`src/rtl/hbridge_driver.sv`:
```
// hbridge_driver: H-bridge input driver with dead-time insertion between opposing drive states
module hbridge_driver #(
   parameter int DEADTIME = 50
) (
   input  logic       HBRIDGE_DRIVER_CLOCK_50,
   input  logic       HBRIDGE_DRIVER_RESET_InLow,
   input  logic [1:0] HBRIDGE_DRIVER_CONTROL_InBus,
   input  logic       HBRIDGE_DRIVER_PWM_In,
   output logic       HBRIDGE_DRIVER_IN1_Out,
   output logic       HBRIDGE_DRIVER_IN2_Out,
   output logic       HBRIDGE_DRIVER_BUSY_Out,
   output logic [2:0] HBRIDGE_DRIVER_STATE_OutBus
);
   typedef enum logic [2:0] {
      IDLE  = 3'd0,
      FWD   = 3'd1,
      REV   = 3'd2,
      BRAKE = 3'd3,
      DEAD  = 3'd4
   } state_t;
   state_t     state, state_nx, target;
   logic [1:0] cmd_q;
   logic [7:0] cnt, cnt_nx;
   assign target = state_t'({1'b0, cmd_q});
   assign HBRIDGE_DRIVER_BUSY_Out = state == DEAD;
   assign HBRIDGE_DRIVER_STATE_OutBus = state;
   // state, command and dead-time counter registers
   always_ff @(posedge HBRIDGE_DRIVER_CLOCK_50 or negedge HBRIDGE_DRIVER_RESET_InLow)
      if (!HBRIDGE_DRIVER_RESET_InLow) begin
         state <= IDLE;
         cmd_q <= 2'b00;
         cnt   <= 8'd0;
      end else begin
         state <= state_nx;
         cmd_q <= HBRIDGE_DRIVER_CONTROL_InBus;
         cnt   <= cnt_nx;
      end
   // next state: direct moves to/from IDLE, DEAD between any two driven states
   always_comb begin
      state_nx = state;
      cnt_nx   = cnt;
      case (state)
         IDLE: state_nx = target;
         FWD, REV, BRAKE:
            if (target != state) begin
               state_nx = (cmd_q == 2'b00) ? IDLE : DEAD;
               cnt_nx   = 8'd0;
            end
         DEAD:
            if (cnt == 8'(DEADTIME - 1)) state_nx = target;
            else cnt_nx = cnt + 8'd1;
         default: state_nx = IDLE;
      endcase
   end
   // registered bridge inputs; only BRAKE drives both high, unknown codes drive 0/0
   always_ff @(posedge HBRIDGE_DRIVER_CLOCK_50 or negedge HBRIDGE_DRIVER_RESET_InLow)
      if (!HBRIDGE_DRIVER_RESET_InLow) begin
         HBRIDGE_DRIVER_IN1_Out <= 1'b0;
         HBRIDGE_DRIVER_IN2_Out <= 1'b0;
      end else begin
         HBRIDGE_DRIVER_IN1_Out <= (state == FWD && HBRIDGE_DRIVER_PWM_In) || state == BRAKE;
         HBRIDGE_DRIVER_IN2_Out <= (state == REV && HBRIDGE_DRIVER_PWM_In) || state == BRAKE;
      end
endmodule
```
`config.mk`:
```
export PLATFORM = sky130hd
export DESIGN_NAME = hbridge_driver
export DESIGN_NICKNAME = d
export VERILOG_FILES = /design/src/rtl/hbridge_driver.sv
export SDC_FILE = /design/constraint.sdc
export NUM_CORES = 1
export LEC_CHECK = 0
export ABC_AREA = 1
export CAP_MARGIN = 5
export CORE_UTILIZATION = 55
export CTS_BUF_LIST = sky130_fd_sc_hd__clkbuf_4 sky130_fd_sc_hd__clkbuf_8
export CTS_CLUSTER_DIAMETER = 150
export DETAILED_ROUTE_END_ITERATION = 10
export HOLD_SLACK_MARGIN = 0.1
export PLACE_DENSITY = 0.87
export SLEW_MARGIN = 0
export SYNTH_ARGS = -nofsm -noshare
export SYNTH_HDL_FRONTEND = slang
export SYNTH_SLANG_ARGS = --single-unit
export TNS_END_PERCENT = 50
```
`constraint.sdc`:
```
create_clock -name HBRIDGE_DRIVER_CLOCK_50 -period 1.7 [get_ports HBRIDGE_DRIVER_CLOCK_50]
set_input_delay 0.34 -clock HBRIDGE_DRIVER_CLOCK_50 [delete_from_list [all_inputs] [get_ports HBRIDGE_DRIVER_CLOCK_50]]
set_output_delay 0.34 -clock HBRIDGE_DRIVER_CLOCK_50 [all_outputs]
set_load 0.005 [all_outputs]
```
==> results of run 1 <==
## metal layers
metal  GRT usage [%]  share of wire (%)
met3           5.217                6.2
met5               0                  0
met1           30.59                 39
met4           12.26                4.0
met2           48.44                 51
## area by class of cell
class | count | share of cell area [%]
repair buffers | 15 | 13.48
multi-input cells | 83 | 39.83
well taps | 15 | 1.773
flip-flops and latches | 15 | 35.46
clock buffers | 4 | 2.837
inverters | 18 | 6.619
## power by group
group,switching [mW],leakage (nW),total (mW),internal (mW)
registers,0.0679,0.198,0.493,0.425
clock network,0.116,0.0184,0.224,0.107
logic,0.436,0.366,0.760,0.323
## cells in the final DEF (no fill, tap or decap)
cell,synthesis,routed
o21ai_1,3,3
or2_0,2,2
inv_1,12,12
a211oi_1,2,2
o211ai_1,1,1
nand2_2,2,2
inv_4,1,1
nand3b_4,1,1
dlygate4sd2_1,0,1
nand4_1,1,1
nand3_1,6,6
o21ai_0,3,3
nor2_1,8,8
dlymetal6s2s_1,0,1
dfrtp_1,15,15
o21bai_2,1,1
clkinv_1,1,1
clkdlybuf4s50_1,0,8
nor3_1,1,1
nor2_2,1,1
nand2_1,45,45
clkbuf_4,0,4
inv_2,4,4
ha_1,2,2
nand2_4,3,3
buf_4,0,4
o21bai_1,1,1
buf_6,0,1
## flip-flops by register name (all words and copies together), names as in the netlist
name                         count
cnt                              8
cmd_q                            2
HBRIDGE_DRIVER_IN1_Out           1
HBRIDGE_DRIVER_STATE_OutBus      3
HBRIDGE_DRIVER_IN2_Out           1
## cell families after synthesis
kind of cell               count (synthesis)  share of synthesized area, %
DFF                                       15                         43.29
buffers and inverters                     18                         8.080
AOI/OAI and AO/OA                         11                         8.224
and+or+nand+nor                           70                         37.52
adders and majority gates                  2                         2.886
## timing repair
item	in CTS	in global routing
hold buffers	0	0
resized for setup	1	2
pin swaps	1	0
setup buffers	1	0
setup endpoints to repair	1	1
## final timing paths
kind	end	slack [ns]	cells past startpoint
worst max-delay path	HBRIDGE_DRIVER_STATE_OutBus[0]	0.04	2
worst min-delay path	cmd_q[1]	0.35	2
worst max register to register	cnt[6]	0.28	10
worst min register to register	cnt[1]	0.54	2
max in group asynchronous	cnt[3]	1.18	2
min in group HBRIDGE_DRIVER_CLOCK_50	cmd_q[0]	0.49	1
## per-stage QoR
stage | std cells | total power [mW] | util, %
floorplan | 116 | 0.9430 | -
global placement | 145 | 1.181 | 73.48
detailed placement | 145 | 1.219 | 73.48
CTS | 150 | 1.465 | 76.11
global route | 150 | 1.584 | 76.56
finish | 150 | 1.476 | 76.56
## worst register-to-register path: stages (launching register included)
cell and delay (ns):
dfrtp_1 0.42, inv_1 0.07, ha_1 0.14, inv_2 0.03, nor2_1 0.15, nand2_1 0.12, nand2_4 0.11, nand2_4 0.07
nand2_4 0.12, nand2_1 0.08, nand2_1 0.07
==> results.py, run 1 <==
metrics = {
    "logic_synthesis": {
        "synth_most_common_cell": "nand2_1",
        "syn_area_um2": 867.1,
        "synth_seq_cells": 15,
        "yosys-top-cells-count": "45 x nand2_1, 15 x dfrtp_1, 12 x inv_1",
        "netlist_instances": 116,
        "ys_seq_area_share_pct": 43.29,
        "synth_top_area_share_pct": 43.29,
        "ys_async_sr_fraction_pct": 100.0,
        "synth_top_area_cell": "dfrtp_1",
        "synth_fp_nets": 123,
        "ys.flop_type": "dfrtp_1",
        "postSynthAreaPerCell_um2": 7.475,
        "yosys-top-cells-area": "dfrtp_1 43%, nand2_1 19%, inv_1 5.2%",
        "synth.distinct_cells": 22,
        "synth_edf_count": 0,
        "synth_warnings": 0,
    },
    "placement": {
        "gp_congestion": 0.8697,
        "port-buffer-count": 10,
        "hpwl_um": 1353,
        "preCtsSetupSlack_ns": 0.1530,
        "placed_area_um2": 1016,
    },
    "sta": {
        "fin_setup_tns_ns": 0,
        "finalSetupViolations": 0,
        "finalHoldViolations": 0,
        "hold_ws_ns": 0.3486,
        "worst_slew_pin_slew_ns": 0.2645,
        "finClkSkew_ns": 0.002607,
        "slew_headroom_pct": 82.36,
        "fin_crit_ns": 1.660,
        "finalWorstSetupSlack_ns": 0.04046,
        "slew_violations": 0,
        "fin_crit_sh_pct": 97.62,
        "fmax_mhz": 602.6,
    },
    "global_route": {
        "grt_max_degree": 16,
        "grt.total_usage_pct": 27.02,
        "antenna_found_initial": 0,
        "grt-ovfl-total": 0,
        "grt_pass1_vias": 827,
        "grt_pass1_wl_um": 3512,
    },
    "floorplan": {
        "core_area_um2": 1383,
        "fp.dieH_um": 41.71,
        "die_w_um": 41.71,
        "io_pins": 11,
        "start_util_pct": 62.71,
        "dieArea_um2": 1739,
        "std_cell_rows": 13,
    },
    "setup_path": {
        "critPathTopFamily": "buffers and inverters",
        "crit_path_start": "HBRIDGE_DRIVER_STATE_OutBus[0]",
        "slowest_stage": "clkdlybuf4s50_1",
        "timing.rr.start": "cnt[1]",
        "critPathCaptureType": "output pin",
        "slowest_delay_ns": 0.50,
        "cp_data_required_time_ns": 1.36,
        "setup.worst_path.start_class": "flip-flop",
        "crit_chain": "buf_4 -> clkdlybuf4s50_1",
        "cp_data_arrival_time_ns": 1.32,
        "criticalPathCategory": "reg -> out",
        "crit_fanout": 5,
        "crit_buf_inv": 2,
    },
    "clock_network": {
        "root_buffer": "clkbuf_4",
        "cts_buffer_depth": 2,
        "clkTransAtPathRegs_ns": 0.09,
        "cts_sinks": 15,
        "h-tree-depth": 1,
        "cts_buffers": 3,
        "insertion_delay_ns": 0.29,
        "tritoncts": "yes",
    },
    "routing": {
        "wire_per_inst_um": 13.14,
        "postRouteAntennaNets": 0,
        "dr.pass1.iters": 4,
        "via_per_inst": 5.433,
        "drt-total-wl_um": 1971,
        "drc": 0,
        "vias": 815,
        "drt-initial-drc-count": 38,
    },
    "final_layout": {
        "nNetsFinal": 143,
        "syn_to_final_growth_pct": 22.08,
        "drive_gt1_share_pct": 16.30,
        "seq_area_um2": 375.4,
        "multi_input_area_um2": 421.7,
        "design_area_um2": 1059,
        "diodes": 0,
        "fillers": 97,
    },
    "hold_path": {
        "hold_class": "in -> async",
    },
    "power_and_ir_drop": {
        "leakagePower_nw": 0.5824,
        "ir_worst_vdd_mv": 1.015,
        "powerDensity_nw_per_um2": 1394,
    },
    "flow_run": {
        "cap_violations": 0,
    },
    "status": {
        "run_status": "complete, no violations",
    },
}
(Power assumes the default switching activity.)
==> inputs of run 2 (changes only) <==
--- a/config.mk
+++ b/config.mk
@@ -12,7 +12,7 @@
 export CTS_CLUSTER_DIAMETER = 150
 export DETAILED_ROUTE_END_ITERATION = 10
 export HOLD_SLACK_MARGIN = 0.1
-export PLACE_DENSITY = 0.87
+export PLACE_DENSITY_LB_ADDON = 0.25
 export SLEW_MARGIN = 0
 export SYNTH_ARGS = -nofsm -noshare
 export SYNTH_HDL_FRONTEND = slang
==> run 2 against run 1 <==
Final cell count grew 4.0%. Die area is the same. Sequential share of layout area shrank 1.3 points. Fmax shrank 0.28%. Clock skew is essentially flat.
==> results.py, run 2 (synthesized netlist as in run 1, its figures left out) <==
metrics = {
    "sta": {
        "fin_crit_ns": 1.664,
        "slew_violations": 0,
        "fin_setup_tns_ns": 0,
        "worst_slew_pin_slew_ns": 0.2410,
        "fin_crit_sh_pct": 97.90,
        "finalHoldViolations": 0,
        "hold_ws_ns": 0.3477,
        "rsz0062_at_grt": "no",
        "finalSetupViolations": 0,
        "slew_headroom_pct": 83.92,
        "finClkSkew_ns": 0.003038,
        "fmax_mhz": 600.9,
    },
    "floorplan": {
        "fp.dieH_um": 41.71,
        "dieArea_um2": 1739,
        "start_util_pct": 62.71,
        "io_pins": 11,
        "std_cell_rows": 13,
        "core_area_um2": 1383,
        "die_w_um": 41.71,
    },
    "routing": {
        "drc": 0,
        "postRouteAntennaNets": 0,
        "dr.pass1.iters": 4,
        "drt-initial-drc-count": 52,
        "vias": 847,
        "via_per_inst": 5.429,
        "drt-total-wl_um": 2125,
        "wire_per_inst_um": 13.62,
    },
    "global_route": {
        "grt_pass1_vias": 818,
        "grt_max_degree": 16,
        "antenna_found_initial": 0,
        "grt-ovfl-total": 0,
        "grt_pass1_wl_um": 3608,
        "grt.total_usage_pct": 28.18,
    },
    "final_layout": {
        "nNetsFinal": 149,
        "final_common_cell": "nand2_1",
        "layout_common_cells": "45 x nand2_1, 15 x dfrtp_1, 12 x inv_1, 10 x buf_4, 9 x clkdlybuf4s50_1",
        "drive_gt1_share_pct": 19.86,
        "fillers": 93,
        "diodes": 0,
        "regMostFlops": "cnt",
        "largest_register_ffs": 8,
        "fin_util_pct": 79.46,
        "syn_to_final_growth_pct": 26.70,
    },
    "clock_network": {
        "h-tree-depth": 1,
        "clkTransAtPathRegs_ns": 0.09,
        "tritoncts": "yes",
        "root_buffer": "clkbuf_4",
        "insertion_delay_ns": 0.30,
        "cts_buffer_depth": 2,
        "cts_buffers": 3,
        "cts_sinks": 15,
    },
    "setup_path": {
        "setup.worst_path.start_class": "flip-flop",
        "reg2reg_setup_slack_ns": 0.26,
        "criticalPathCategory": "reg -> out",
        "critPathCaptureType": "output pin",
        "crit_chain": "buf_6 -> clkdlybuf4s50_1",
        "timing.rr.start": "HBRIDGE_DRIVER_STATE_OutBus[0]",
        "crit_fanout": 5,
        "reg2regPathDepth": 9,
        "slowest_stage": "clkdlybuf4s50_1",
        "rr_endpoint": "HBRIDGE_DRIVER_STATE_OutBus[0]",
        "slowest_delay_ns": 0.50,
        "cp_data_required_time_ns": 1.36,
        "cp_data_arrival_time_ns": 1.32,
    },
    "placement": {
        "port-buffer-count": 10,
        "hpwl_um": 1388,
        "gp_congestion": 0.8380,
    },
    "power_and_ir_drop": {
        "powerDensity_nw_per_um2": 1454,
        "ir_worst_vdd_mv": 1.292,
        "leakagePower_nw": 0.5964,
    },
    "hold_path": {
        "hold_class": "in -> async",
    },
    "status": {
        "run_status": "complete, no violations",
    },
    "flow_run": {
        "cap_violations": 0,
    },
}
run 2: layout make-up:
type,instances,area (µm²),area share [%]
Multi-Input combinational cell,83,421.7,38.38
Sequential cell,15,375.4,34.17
Timing Repair Buffer,21,185.2,16.86
Inverter,18,70.07,6.378
Clock buffer,3,22.52,2.050
Tap cell,15,18.77,1.708
Clock inverter,1,5.005,0.4556
run 2: where the power goes:
part	total (mW)	leakage, nW	switching, mW	internal [mW]
Clock	0.211	0.0177	0.123	0.0878
Sequential	0.491	0.198	0.0659	0.425
Combinational	0.895	0.380	0.472	0.423
run 2: worst max path at each step:
stage / slack [ns] / to / startpoint
3_5_place_dp: 0.11 / HBRIDGE_DRIVER_BUSY_Out / HBRIDGE_DRIVER_STATE_OutBus[1]
5_1_grt: 0.005 / HBRIDGE_DRIVER_STATE_OutBus[0] / HBRIDGE_DRIVER_STATE_OutBus[0]
3_3_place_gp: 0.13 / HBRIDGE_DRIVER_BUSY_Out / HBRIDGE_DRIVER_STATE_OutBus[1]
6_report: 0.04 / HBRIDGE_DRIVER_STATE_OutBus[0] / HBRIDGE_DRIVER_STATE_OutBus[0]
2_1_floorplan: 0.49 / cnt[5] / cnt[1]
4_1_cts: 0.04 / HBRIDGE_DRIVER_STATE_OutBus[0] / HBRIDGE_DRIVER_STATE_OutBus[0]
run 2: worst max-delay path, delay by kind of cell (launching register included):
kind / cells / cell delay [ns]
flip-flops: 1 / 0.39
buffers and inverters: 2 / 0.63
run 2: layer usage:
| layer | track usage (%) | up-vias | share of wire [%] |
|---|---|---|---|
| met4 | 14.84 | 0 | 2.8 |
| li1 | - | 407 | - |
| met2 | 46.25 | 37 | 50 |
| met3 | 6.087 | 8 | 4.9 |
| met1 | 34.47 | 395 | 42 |
| met5 | 0 | - | 0 |
run 2: repair_timing:
| action | 4_1_cts | 5_1_grt |
|---|---|---|
| gates resized for setup | 1 | 1 |
| endpoints found under the hold margin | 0 | 0 |
| hold buffers | 0 | 0 |
| pin swaps | 1 | 0 |
| buffers inserted | 8 | 0 |
| endpoints found under the setup margin | 1 | 1 |
run 2: through the flow:
step,cells,power [mW],setup WS [ns],instance area (µm²)
2_1_floorplan,116,0.9430,0.4918,867.1
3_3_place_gp,144,1.167,0.1260,1008
3_5_place_dp,144,1.201,0.1121,1008
4_1_cts,156,1.559,0.04117,1095
5_1_grt,156,1.712,0.004738,1099
6_report,156,1.597,0.03578,1099
